File: src/rtl/asi_pkg.sv
// Shared definitions for the ASI Manchester slave-frame encoder and decoder.
package asi_pkg;

  // clk_in cycles per Manchester half-bit (3 us at 12 MHz)
  localparam int HALF_BIT = 36;
  // Bits per slave frame: start, D3..D0, parity, end
  localparam int NBITS    = 7;
  localparam int FRAME_W  = 7;

  localparam logic FRAME_START_BIT = 1'b0;
  localparam logic FRAME_END_BIT   = 1'b1;

  typedef enum logic [1:0] {
    IDLE = 2'd0,
    SEND = 2'd1,
    DONE = 2'd2
  } state_t;

  // Assemble a slave frame MSB-first: start, nibble, even parity, end
  function automatic logic [FRAME_W-1:0] build_frame(input logic [3:0] nibble);
    return {FRAME_START_BIT, nibble, ^nibble, FRAME_END_BIT};
  endfunction

endpackage

File: src/rtl/man_halfbit_timer.sv
// Half-bit timer: counts HALF_BIT cycles per half-bit while enabled, raises a
// wrap strobe on the last cycle of each half and tracks which half is active.
module man_halfbit_timer #(
  parameter int HALF_BIT = 36
) (
  input  logic clk_in,
  input  logic rst,
  input  logic en,
  output logic wrap,
  output logic half
);

  logic [5:0] cnt;

  // Strobe on the final cycle of the current half-bit
  assign wrap = en && (cnt == 6'(HALF_BIT - 1));

  // Count within a half-bit and flip the half flag at every wrap
  always_ff @(posedge clk_in) begin
    // NOTE: sequential state uses non-blocking assignments so every register
    // samples pre-edge values, independent of statement order.
    if (!rst) begin
      cnt  <= '0;
      half <= 1'b0;
    end else if (!en) begin
      cnt  <= '0;
      half <= 1'b0;
    end else if (wrap) begin
      cnt  <= '0;
      half <= ~half;
    end else begin
      cnt <= cnt + 6'd1;
    end
  end

endmodule

File: src/rtl/man_encoding.sv
// Manchester encoder for ASI slave response frames. A bit 0 is sent
// high-then-low, a bit 1 low-then-high; the line idles high.
module man_encoding #(
  parameter int HALF_BIT = asi_pkg::HALF_BIT,
  parameter int NBITS    = asi_pkg::NBITS
) (
  input  logic       clk_in,
  input  logic       rst,
  input  logic       start,
  input  logic [3:0] data,
  output logic       manchester,
  output logic       ready,
  output logic       busy,
  output logic       done
);

  import asi_pkg::*;

  localparam logic [2:0] LAST_BIT = 3'(NBITS - 1);

  state_t             state;
  logic [FRAME_W-1:0] shift_reg;
  logic [2:0]         bit_cnt;
  logic               wrap;
  logic               half;

  man_halfbit_timer #(
    .HALF_BIT(HALF_BIT)
  ) u_timer (
    .clk_in(clk_in),
    .rst   (rst),
    .en    (state == SEND),
    .wrap  (wrap),
    .half  (half)
  );

  // Frame FSM: latch the frame, drive each half-bit, pulse done, return idle
  always_ff @(posedge clk_in) begin
    if (!rst) begin
      state      <= IDLE;
      shift_reg  <= '0;
      bit_cnt    <= '0;
      manchester <= 1'b1;
      ready      <= 1'b1;
      busy       <= 1'b0;
      done       <= 1'b0;
    end else begin
      case (state)
        IDLE: begin
          done <= 1'b0;
          if (start) begin
            shift_reg  <= build_frame(data);
            bit_cnt    <= '0;
            // First half of the start bit goes out on the very next cycle
            manchester <= ~FRAME_START_BIT;
            ready      <= 1'b0;
            busy       <= 1'b1;
            state      <= SEND;
          end
        end

        SEND: begin
          if (wrap) begin
            if (!half) begin
              // Second half carries the bit value itself
              manchester <= shift_reg[FRAME_W-1];
            end else begin
              shift_reg <= {shift_reg[FRAME_W-2:0], 1'b0};
              bit_cnt   <= bit_cnt + 3'd1;
              if (bit_cnt == LAST_BIT) begin
                manchester <= 1'b1;
                busy       <= 1'b0;
                done       <= 1'b1;
                state      <= DONE;
              end else begin
                // First half of the next bit is its complement
                manchester <= ~shift_reg[FRAME_W-2];
              end
            end
          end
        end

        DONE: begin
          done      <= 1'b0;
          ready     <= 1'b1;
          shift_reg <= '0;
          bit_cnt   <= '0;
          state     <= IDLE;
        end

        default: begin
          state      <= IDLE;
          manchester <= 1'b1;
          ready      <= 1'b1;
          busy       <= 1'b0;
          done       <= 1'b0;
        end
      endcase
    end
  end

endmodule

File: config.mk
export PLATFORM = sky130hd
export DESIGN_NAME = man_encoding
export DESIGN_NICKNAME = d
export VERILOG_FILES = /design/src/rtl/asi_pkg.sv /design/src/rtl/man_halfbit_timer.sv /design/src/rtl/man_encoding.sv
export SDC_FILE = /design/constraint.sdc
export NUM_CORES = 1
export LEC_CHECK = 0
export BUFFER_PORTS_ARGS = -buffer_cell sky130_fd_sc_hd__buf_2
export CELL_PAD_IN_SITES_DETAIL_PLACEMENT = 2
export CELL_PAD_IN_SITES_GLOBAL_PLACEMENT = 2
export CORE_MARGIN = 2
export CORE_UTILIZATION = 38
export CTS_CLUSTER_DIAMETER = 200
export DETAILED_ROUTE_END_ITERATION = 10
export GPL_TIMING_DRIVEN = 0
export HOLD_SLACK_MARGIN = 0.05
export PLACE_DENSITY = 0.84
export SKIP_LAST_GASP = 1
export SLEW_MARGIN = 20
export SYNTH_ARGS = -nofsm -noshare
export SYNTH_HDL_FRONTEND = slang
export SYNTH_SLANG_ARGS = --single-unit
File: constraint.sdc
create_clock -name clk_in -period 4.1 [get_ports clk_in]
set_input_delay 0.41 -clock clk_in [delete_from_list [all_inputs] [get_ports clk_in]]
set_output_delay 0.41 -clock clk_in [all_outputs]
set_load 0.02 [all_outputs]
# Word level (Yosys, flattened, before mapping)
# Index checks and enable logic that the tools add are counted.
[classes]
n_addsub = 2
n_mux = 24
bitwise_logic = 5
n_reduce_logical = 12
eq_ne = 8
[op_table]
columns = ["operator", "n"]
rows = [
  ["7-bit 2-to-1 mux", 3],
  ["7-bit case mux with 3 select lines", 1],
  ["3-bit 2-to-1 mux", 3],
  ["3-bit case mux with 3 select lines", 1],
  ["1-bit 2-to-1 mux", 8],
  ["2-bit 2-to-1 mux", 4],
  ["2-bit inequality test, second input constant", 4],
  ["4-bit AND reduction", 2],
  ["6-bit by 1-bit adder with 6-bit output, second input constant", 1],
  ["6-bit == test, second input constant", 1],
  ["1-bit case mux with 3 select lines", 2],
  ["3-bit AND reduction", 2],
  ["1-bit NOT", 5],
  ["5-bit AND reduction", 1],
  ["2-bit case mux with 2 select lines", 1],
  ["2-bit AND reduction", 2],
  ["4-bit parity", 1],
  ["3-bit by 1-bit adder with 3-bit output, second input constant", 1],
  ["3-bit == test, second input constant", 1],
  ["3-bit nonzero test", 1],
  ["3-bit OR reduction", 1],
  ["2-bit by 1-bit == test with 1-bit output, second input constant", 1],
  ["2-bit == test, second input constant", 1],
  ["2-bit zero test", 1],
  ["2 further kinds", 2],
]
[totals]
out_inout_bits = 4
in_bits = 7
wordCells = 60
reg_bits = 23

# Longest topological paths before layout
# Gate-level depths: netlist of run 1.
[depth]
word_depth = 5
ltp_mapped = 8
mapped_depth_nobuf = 6

# Modules after synthesis
# A second synthesis of run 1 with hierarchy kept.
[unflattened]
hier_cells = 134
area_unflattened_um2 = 1197.4
[modules_own_cells]
columns = ["module", "area_per_inst_um2", "n_inst", "cells_each", "seq_area_each_um2"]
rows = [
  ["man_encoding", 895.9, 1, 101, 320.3],
  ["man_halfbit_timer", 301.5, 1, 33, 140.1],
]

# Worst setup path before layout of run 1
# OpenSTA, ideal clock, no wires.
[synth_timing]
path_type = "flip-flop to flip-flop"
start = "register state[0]"
end = "register shift_reg[0]"
path_slack_ns = 2.335
arrival_ns = 1.628
stages_incl_launch_ff = 9
required_time_ns = 3.963
setup_ns = 0.137
cell_sequence = "dfxtp_1 inv_1 ha_1 nor2b_1 buf_2 nor2_1 and2_1 buf_4 a211oi_1"
[synth_via]
elab_chain_cells = 4
word_cells_on_any_way = 10
cone_classes = "5 x eq/ne; 1 x mux; 4 x reduce/logical"
[synth_rtl]
columns = ["element", "line_no", "rtl"]
rows = [
  ["from (decl)", "man_encoding.sv:21", "state_t state;"],
  ["from (signal assigned)", "man_encoding.sv:40", "state <= IDLE;"],
  ["from (signal assigned)", "man_encoding.sv:58", "state <= SEND;"],
  ["from (signal assigned)", "man_encoding.sv:74", "state <= DONE;"],
  ["2-bit by 1-bit == test with 1-bit output", "man_encoding.sv:32, man_encoding.sv:48", ""],
  ["1-bit logical AND", "man_halfbit_timer.sv:16", "assign wrap = en && (cnt == 6'(HALF_BIT - 1));"],
  ["2-bit inequality test (no line)", "-", ""],
  ["4-bit AND reduction (no line)", "-", ""],
  ["to (signal assigned)", "man_encoding.sv:52", "shift_reg <= build_frame(data);"],
  ["to (signal assigned)", "man_encoding.sv:68", "shift_reg <= {shift_reg[FRAME_W-2:0], 1'b0};"],
  ["to (decl)", "man_encoding.sv:22", "logic [FRAME_W-1:0] shift_reg;"],
]
# Parallel ways exist; a longest one is shown, timed or not.
# A chain may end at the register's enable or synchronous reset.

# Final worst setup path of run 1
[layout_timing]
start = "register state[1]"
end = "register shift_reg[0]"
# The elaborated chain is that of the path after synthesis.

==> run_results.csv, run 1 <==
group,metric,value,unit
die,dieArea,3650,um2
critical_path,reg2reg_slack,1.93,ns
synth,yosys_warnings,0,
die,initial_core_util,39.6,%
cells_and_area,fin_nets,164,
cts,cts_resized,0,
sta,rsz0062_at_grt,"no",
cells_and_area,stdcell_count,192,
cts,htree_levels,1,
die,std_cell_rows,20,
sta,finClkSkew,0.00904,ns
sta,report.final.slew_viol_count,0,
sta,tns,0,ns
placement,dpl_cell_area,1320,um2
cells_and_area,utilization,43.9,%
die,pin_count,11,
cts,ctsHoldBuffers,0,
routing,routed_wl,2980,um
sta,tightestPinTransition,0.644,ns
critical_path,start_kind,"register",
routing,top_layer_used,"met4",
critical_path,slowest_stage,"nor2_1",
cts,cts.path.max_buffers,2,
cells_and_area,register_area,460,um2
routing,met3_length,55,um
synth,ys_types,36,
cells_and_area,diodes,0,
run,drv_cap,0,
cells_and_area,layout_commonest_cell,"dfxtp_1",
synth,ys_seq_area_share,38.1,%
sta,relSlewSlack,56.9,%
pwr,ir_worst_vdd,0.000248,V
cells_and_area,multi_input_comb_area,693,um2
sta,hold_viol_final,0,
cells_and_area,syn2layout_area_growth,10.9,%
critical_path,r2r_cells,8,
global_routing,grt_pass1_wl,5210,um
sta,fin_ws,1.93,ns
synth,synthFlopType,"dfxtp_1",
cts,cts_tree,"built",
placement,dp_worst_setup_slack,1.99,ns
die,dieHeight,60.4,um
sta,period_minus_slack,2.17,ns
pwr,leakagePower,0.547,nW
placement,io_buffers,10,
critical_path,crit_chain,"inv_1 -> ha_1 -> nor2b_1 -> buf_2 -> nor2_1 -> and2_1 -> buf_4 -> a211oi_1",
routing,drt_first_pass_iters,2,
cts,post_cts.repair.setup_buffers,0,
synth,ys_ff_latch,23,
cells_and_area,fillerInstances,363,
routing,viasPerCell,5.29,
synth,syn_inst,134,
sta,setup_viol,0,
critical_path,arrival,2.36,ns
outcome,status,"completed",
synth,ys_async_sr_fraction,0,%
critical_path,end_kind,"register",
cells_and_area,drive_gt1_share,16.2,%
routing,drc,0,
critical_path,crit_end,"shift_reg[0]",
die,core_area,3050,um2
routing,vias,1016,
cts,clk_pin_slew,0.14,ns
cts,cts_buffers,3,
placement,dpl.cell_count,188,
pwr,power_density,515,nW/um2
die,die_w,60.4,um
routing,drt_iter0_drc,20,
critical_path,worst-endpoint-required,4.29,ns
sta,fmax,0.460,GHz
global_routing,antenna_found_initial,0,
global_routing,grt_usage,19.0,%
global_routing,grt.overflow.total,0,
cells_and_area,largest_reg_flops,7,
cts,cts_root_buf,"clkbuf_4",
worst_hold_path,min_path_type,"input port to register",
critical_path,crit_type,"register to register",
sta,fin_hold_ws,0.415,ns
pwr,p_total,691,uW
cells_and_area,fin_area,1340,um2
placement,place.gp.congestion,0.738,
routing,ant_nets,0,
sta,period_share,53.0,%
critical_path,slowest_delay,0.51,ns
global_routing,grt_max_degree,13,
routing,avgRoutedWirePerCell,15.5,um
routing,wl_met2,1550,um
cts,worstSkewPairLatency,0.32,ns
synth,syn_area_per_cell,9.03,um2
synth,synth-edff-count,0,
synth,synthesis.nets,149,
critical_path,critPathLaunch,"state[1]",
critical_path,crit_fanout,10,
global_routing,grt_pass1_vias,1100,
routing,met1Wirelength,1340,um
placement,dp_hpwl,2320,um
cts,cts.sinks,23,
cells_and_area,final_cell_mix,"dfxtp_1 (23), buf_2 (13), nand2_1 (11)",
synth,synth_area,1210,um2
critical_path,r2r-end,"shift_reg[0]",
critical_path,worstReg2RegStart,"state[1]",
[layer usage]
metal	GRT usage, %	vias to the layer above
met2	35.6	9
met4	5.59	0
met3	2.56	5
met5	0	-
li1	-	499
met1	22.5	503
[worst max-delay path, delay by kind of cell (launching register included)]
kind                       cells  cell delay (ns)
AOI/OAI and AO/OA              1             0.08
buffers and inverters          3             0.44
and+or+nand+nor                3             0.87
DFF                            1             0.44
adders and majority gates      1             0.22
[Yosys cell counts (2+ instances only)]
cell type,n,area (um2)
dfxtp_1,23,460
nand2_1,11,41.3
nor2_1,10,37.5
a21oi_1,9,45.0
ha_1,8,100
nand3_1,7,35.0
a211oi_1,6,45.0
inv_1,6,22.5
nor2b_1,6,37.5
a31oi_1,5,31.3
xnor2_1,5,43.8
buf_2,3,15.0
clkbuf_1,3,11.3
o21ai_0,3,15.0
o22ai_1,3,18.8
xor2_1,3,26.3
a21o_1,2,15.0
mux2i_1,2,20.0
o21a_1,2,15.0
[how the worst min path moves through the flow]
stage / from / end / slack (ns) / cells past startpoint
finish: rst / busy / 0.42 / 2
global route: rst / busy / 0.41 / 2
CTS: rst / busy / 0.42 / 2
detailed placement: u_timer.cnt[0] / u_timer.cnt[0] / 0.45 / 1
global placement: u_timer.cnt[0] / u_timer.cnt[0] / 0.42 / 1
floorplan: u_timer.cnt[0] / u_timer.cnt[0] / 0.41 / 1
[final cells by class]
class                      count  share of cell area [%]
multi-input combinational     98                    51.7
inverter                       6                    1.68
sequential                    23                    34.3
buffer                         7                    2.52
timing repair buffer          10                    3.73
tap                           44                    4.10
clock buffer                   4                    1.96
[report_power, final]
| group | switching, mW | internal [mW] | total, mW | leakage [nW] |
|---|---|---|---|---|
| Combinational | 0.183 | 0.111 | 0.294 | 0.344 |
| Clock | 0.0719 | 0.0381 | 0.110 | 0.0150 |
| Sequential | 0.0224 | 0.264 | 0.286 | 0.188 |
| Total | 0.278 | 0.413 | 0.691 | 0.547 |
[kinds of logic after synthesis]
group | Yosys count | synth area share [%]
and+or+nand+nor | 44 | 19.4
AOI/OAI and AO/OA | 36 | 22.1
DFF | 23 | 38.1
buffers and inverters | 13 | 4.65
xor gates and xnor gates | 8 | 5.79
adders and majority gates | 8 | 8.27
muxes | 2 | 1.65
(Power assumes the default switching activity.)
==> run 2: changes to the inputs <==
Settings changed: CORE_UTILIZATION 38 to 35, PLACE_DENSITY 0.84 to 0.79.
Clock period 4.1 ns to 2.2 ns, I/O delays scaled along.
==> run 2 against run 1 <==
Effect of this change:
- die area increased by 8.0%
- routed wire length increased by 5.5%
- register-to-register slack got worse by 1.7 ns
- worst setup slack got worse by 1.7 ns
- via count decreased by 0.69%
- cell count increased by 1.0%
- critical endpoint unchanged
- largest cell class unchanged
- highest routed layer unchanged
==> run_results.csv, run 2 (synthesis results as in run 1) <==
group,metric,value,unit
critical_path,worstReg2RegStart,"state[1]",
cts,htree_levels,1,
die,std_cell_rows,21,
placement,place.gp.congestion,0.691,
critical_path,crit_type,"register to register",
cts,clk_pin_slew,0.14,ns
die,pin_count,11,
sta,rsz0062_at_grt,"no",
cells_and_area,utilization,40.4,%
worst_hold_path,hold_end,"ready",
cells_and_area,drive_gt1_share,17.6,%
global_routing,grt.overflow.total,0,
sta,finClkSkew,0.00119,ns
outcome,status,"completed",
critical_path,crit_fanout,10,
critical_path,path_buf_inv,3,
worst_hold_path,min-delay-start,"start",
die,core_area,3340,um2
worst_hold_path,min_path_type,"input port to register",
global_routing,gr-usage-met3,2.52,%
critical_path,slowest_delay,0.41,ns
global_routing,gr-max-usage-layer,"met2",
routing,viasPerCell,5.20,
cells_and_area,fin_nets,164,
die,dieArea,3940,um2
critical_path,r2r_cells,8,
cts,cts.path.max_buffers,2,
global_routing,grt_pass1_vias,1143,
sta,relSlewSlack,67.9,%
sta,report.final.slew_viol_count,0,
placement,dp_hpwl,2440,um
pwr,leakagePower,0.550,nW
critical_path,worst-endpoint-required,2.40,ns
cells_and_area,multi_input_comb_area,696,um2
run,drv_cap,0,
die,initial_core_util,36.3,%
sta,period_minus_slack,1.98,ns
critical_path,reg2reg_slack,0.22,ns
routing,drt_iter0_drc,18,
placement,io_buffers,10,
global_routing,grt_usage,17.6,%
cts,cts_buffers,3,
global_routing,grt_pass1_wl,5450,um
sta,period_share,89.8,%
cells_and_area,stdcell_count,194,
global_routing,antenna_found_initial,0,
cts,ctsHoldBuffers,0,
sta,setup_viol,0,
critical_path,crit_chain,"inv_1 -> ha_1 -> nor2b_1 -> buf_2 -> nor2_2 -> and2_1 -> buf_4 -> a211oi_1",
routing,vias,1009,
critical_path,critPathTopFamily,"simple AND/OR/NAND/NOR gates",
critical_path,end_kind,"register",
cts,cts_root_buf,"clkbuf_4",
sta,tns,0,ns
cells_and_area,fillerInstances,394,
critical_path,arrival,2.17,ns
critical_path,start_kind,"register",
cts,worstSkewPairLatency,0.32,ns
cells_and_area,largest_reg_flops,7,
critical_path,r2r-end,"shift_reg[0]",
global_routing,use_met2,31.9,%
routing,drc,0,
cells_and_area,layout_commonest_cell,"dfxtp_1",
placement,dpl.cell_count,190,
cells_and_area,syn2layout_area_growth,11.4,%
cells_and_area,final_cell_mix,"dfxtp_1 (23), buf_2 (13), nand2_1 (11)",
cts,cts.sinks,23,
routing,ant_nets,0,
pwr,ir_worst_vdd,0.000447,V
routing,avgRoutedWirePerCell,16.2,um
cts,cts_tree,"built",
routing,drt_first_pass_iters,4,
routing,routed_wl,3140,um
die,dieHeight,62.8,um
sta,hold_viol_final,0,
worst_hold_path,whs_path_depth,4,
cells_and_area,register_area,460,um2
die,die_w,62.8,um
cells_and_area,diodes,0,
global_routing,grtUsageMet1,20.7,%
global_routing,grt_max_degree,14,
sta,fmax,0.506,GHz
sta,tightestPinTransition,0.481,ns
pwr,power_density,959,nW/um2
critical_path,slowest_stage,"dfxtp_1",
-- run 2: changes by cell type in the layout (fill, tap and decap cells not counted), sizes merged --
cell    previous run  this run
clkinv             0         1
clkbuf             7         6
-- run 2: worst reg2reg max path, delay by kind of cell, from the launching register on --
family          cells  cell delay [ns]
flops               1             0.41
compound gates      1             0.09
buf+inv             3             0.43
simple gates        3             0.70
fa+ha+maj           1             0.22
-- run 2: area by class of cell --
type	instances	area share, %
buffer	7	2.51
clock inverter	1	0.371
timing repair buffer	10	3.71
multi-input combinational	98	51.6
tap	46	4.27
inverter	6	1.67
sequential	23	34.2
clock buffer	3	1.67
-- run 2: through the flow --
step / worst slack (ns) / power (mW) / area [um2] / hold slack (ns)
after floorplan: 0.435 / 0.946 / 1210 / 0.382
after global placement: 0.0842 / 1.07 / 1320 / 0.428
after detailed placement: 0.0135 / 1.11 / 1320 / 0.454
after CTS: 0.195 / 1.32 / 1350 / 0.199
after global routing: 0.0257 / 1.41 / 1350 / 0.237
final: 0.224 / 1.29 / 1350 / 0.207
-- run 2: how the worst max path moves through the flow --
stage,startpoint,to,slack (ns),cells after the start
6_report,state[1],shift_reg[0],0.22,8
5_1_grt,state[0],shift_reg[0],0.03,8
4_1_cts,state[1],shift_reg[0],0.19,8
3_5_place_dp,state[1],shift_reg[0],0.01,8
3_3_place_gp,state[0],shift_reg[0],0.08,8
2_1_floorplan,state[0],shift_reg[0],0.43,8
-- run 2: where the power goes --
| group | switching [mW] | internal, mW | total (mW) |
|---|---|---|---|
| Combinational | 0.341 | 0.208 | 0.550 |
| Sequential | 0.0442 | 0.492 | 0.536 |
| Clock | 0.139 | 0.0681 | 0.207 |
| Total | 0.524 | 0.768 | 1.29 |
-- run 2: metal layers --
metal  wire length, um  vias up
li1                  -      500
met1              1400      491
met2              1630       12
met3                71        6
met4                42        0
met5                 0        -
-- run 2: repair_timing --
item                                   4_1_cts  5_1_grt
endpoints found under the hold margin        0        0
setup endpoints to repair                    1        0
setup buffers                                0        0
resized for setup                            1        0
==> run 3: changes to the inputs <==
Settings changed: CORE_UTILIZATION 35 to 37, CTS_BUF_LIST from default to sky130_fd_sc_hd__clkbuf_8, PLACE_DENSITY 0.79 to 0.82.
==> run 3 against run 2 <==
Effect of this change:
- first-iteration DRC count shrank 50%
- final area grew 1.2%
- via count grew 1.1%
- die area shrank 5.1%
- combinational power is essentially flat
- cell count shrank 1.0%
- fmax shrank 0.28%
- sequential power is essentially flat
- clock-buffer cell count is the same
- largest cell class unchanged
- largest power group unchanged
==> run_results.csv, run 3 (synthesis results as in run 1) <==
group,metric,value,unit
routing,vias,1020,
critical_path,r2r-end,"shift_reg[0]",
die,dieHeight,61.2,um
routing,ant_nets,0,
run,drv_cap,0,
routing,viasPerCell,5.31,
routing,met1Wirelength,1400,um
global_routing,grt.overflow.total,0,
pwr,ir_worst_vdd,0.000501,V
sta,tns,0,ns
cts,cts_tree,"built",
placement,place.gp.congestion,0.734,
critical_path,critPathTopFamily,"simple AND/OR/NAND/NOR gates",
die,dieArea,3740,um2
sta,relSlewSlack,68.2,%
sta,fin_hold_ws,0.295,ns
pwr,leakagePower,0.558,nW
sta,setup_viol,0,
global_routing,grt_pass1_vias,1094,
outcome,status,"completed",
routing,wl_met2,1620,um
critical_path,arrival,2.12,ns
pwr,p_sw,530,uW
die,core_area,3080,um2
routing,drt_iter0_drc,9,
placement,dp_hpwl,2390,um
global_routing,grt_usage,19.5,%
routing,routed_wl,3140,um
sta,tightestPinTransition,0.476,ns
critical_path,r2r_cells,8,
global_routing,grt_max_degree,14,
critical_path,crit_fanout,10,
sta,period_minus_slack,1.98,ns
cells_and_area,drive_gt1_share,17.6,%
sta,fin_ws,0.218,ns
critical_path,worst-endpoint-required,2.34,ns
pwr,comb_power_share,40.6,%
cells_and_area,largest_reg_flops,7,
routing,drt_first_pass_iters,3,
placement,dp_worst_setup_slack,-0.00235,ns
sta,fmax,0.505,GHz
pwr,p_sw_share,39.0,%
cells_and_area,diodes,0,
critical_path,worstReg2RegStart,"state[0]",
cts,cts_buffers,3,
routing,drc,0,
cts,ctsHoldBuffers,0,
global_routing,grt_pass1_wl,5300,um
die,initial_core_util,39.3,%
sta,hold_viol_final,0,
sta,period_share,90.1,%
global_routing,antenna_found_initial,0,
routing,avgRoutedWirePerCell,16.3,um
cts,cts_root_buf,"clkbuf_8",
critical_path,start_kind,"register",
sta,rsz0062_at_grt,"no",
critical_path,slowest_stage,"dfxtp_1",
cells_and_area,layout_commonest_cell,"dfxtp_1",
worst_hold_path,whs_path_depth,2,
cells_and_area,utilization,44.3,%
pwr,power_density,996,nW/um2
critical_path,slowest_delay,0.39,ns
worst_hold_path,min_path_type,"input port to register",
routing,top_layer_used,"met4",
cells_and_area,final_cell_mix,"dfxtp_1 (23), buf_2 (13), nand2_1 (11)",
pwr,p_seq_share,39.7,%
die,std_cell_rows,20,
die,die_w,61.2,um
placement,io_buffers,10,
pwr,pwr-share-clk,19.7,%
worst_hold_path,hold_end,"busy",
cts,cts.path.max_buffers,2,
cts,cts.sinks,23,
cts,htree_levels,1,
routing,met3_length,80,um
pwr,p_int,828,uW
cells_and_area,fin_nets,164,
critical_path,path_buf_inv,3,
cts,worstSkewPairLatency,0.27,ns
cells_and_area,syn2layout_area_growth,12.7,%
critical_path,crit_type,"register to register",
sta,report.final.slew_viol_count,0,
die,pin_count,11,
cts,post_cts.repair.setup_buffers,0,
sta,finClkSkew,0.00183,ns
worst_hold_path,min-delay-start,"rst",
critical_path,reg2reg_slack,0.22,ns
cts,clk_pin_slew,0.08,ns
critical_path,crit_chain,"inv_1 -> ha_1 -> nor2b_1 -> buf_2 -> nor2_2 -> and2_1 -> buf_4 -> a211oi_1",
critical_path,end_kind,"register",
-- run 3: cell types whose count changed in the layout (fill, tap and decap cells not counted) --
cell,delta
clkbuf_4,-3
clkbuf_8,+3
-- run 3: per-stage QoR --
stage | area, um2 | std cells | power, mW
finish | 1360 | 192 | 1.36
global route | 1360 | 192 | 1.47
CTS | 1360 | 192 | 1.38
detailed placement | 1320 | 188 | 1.11
global placement | 1320 | 188 | 1.07
floorplan | 1210 | 134 | 0.946
-- run 3: cell type report --
class	instances	area [um2]
fillers	358	1710
multi-input cells	98	696
flip-flops and latches	23	460
well taps	44	55.1
repair buffers	10	50.0
clock buffers	3	41.3
plain buffers	7	33.8
inverters	6	22.5
clock inverters	1	5.00
-- run 3: power groups by stage --
stage | sequential, mW | clock, mW | combinational (mW)
5_1_grt | 0.549 | 0.296 | 0.624
3_5_place_dp | 0.548 | 0 | 0.562
3_3_place_gp | 0.541 | 0 | 0.525
4_1_cts | 0.540 | 0.276 | 0.564
6_report | 0.539 | 0.268 | 0.551
2_1_floorplan | 0.562 | 0 | 0.383
-- run 3: worst register-to-register path, delay by kind of cell (launching register included) --
family	cells	cell delay, ns
adders and majority gates	1	0.24
and+or+nand+nor	3	0.72
DFF	1	0.39
AOI/OAI and AO/OA	1	0.07
buffers and inverters	3	0.42
-- run 3: layer usage --
| metal | GRT usage (%) | vias up |
|---|---|---|
| met2 | 34.7 | 11 |
| met3 | 4.20 | 6 |
| met5 | 0 | - |
| met4 | 5.28 | 0 |
| li1 | - | 499 |
| met1 | 23.7 | 504 |
-- run 3: worst max-delay path by stage --
stage	end	slack, ns	depth (start not counted)	startpoint
after detailed placement	shift_reg[0]	-0.002	8	state[0]
after global routing	shift_reg[0]	0.04	8	state[0]
after floorplan	shift_reg[0]	0.43	8	state[0]
final	shift_reg[0]	0.22	8	state[0]
after global placement	shift_reg[0]	0.12	8	state[0]
after CTS	shift_reg[0]	0.20	8	state[0]
-- run 3: timing repair --
action / in CTS / in global routing
endpoints found under the hold margin: 0 / 0
gates resized for setup: 1 / 0
endpoints found under the setup margin: 7 / 0
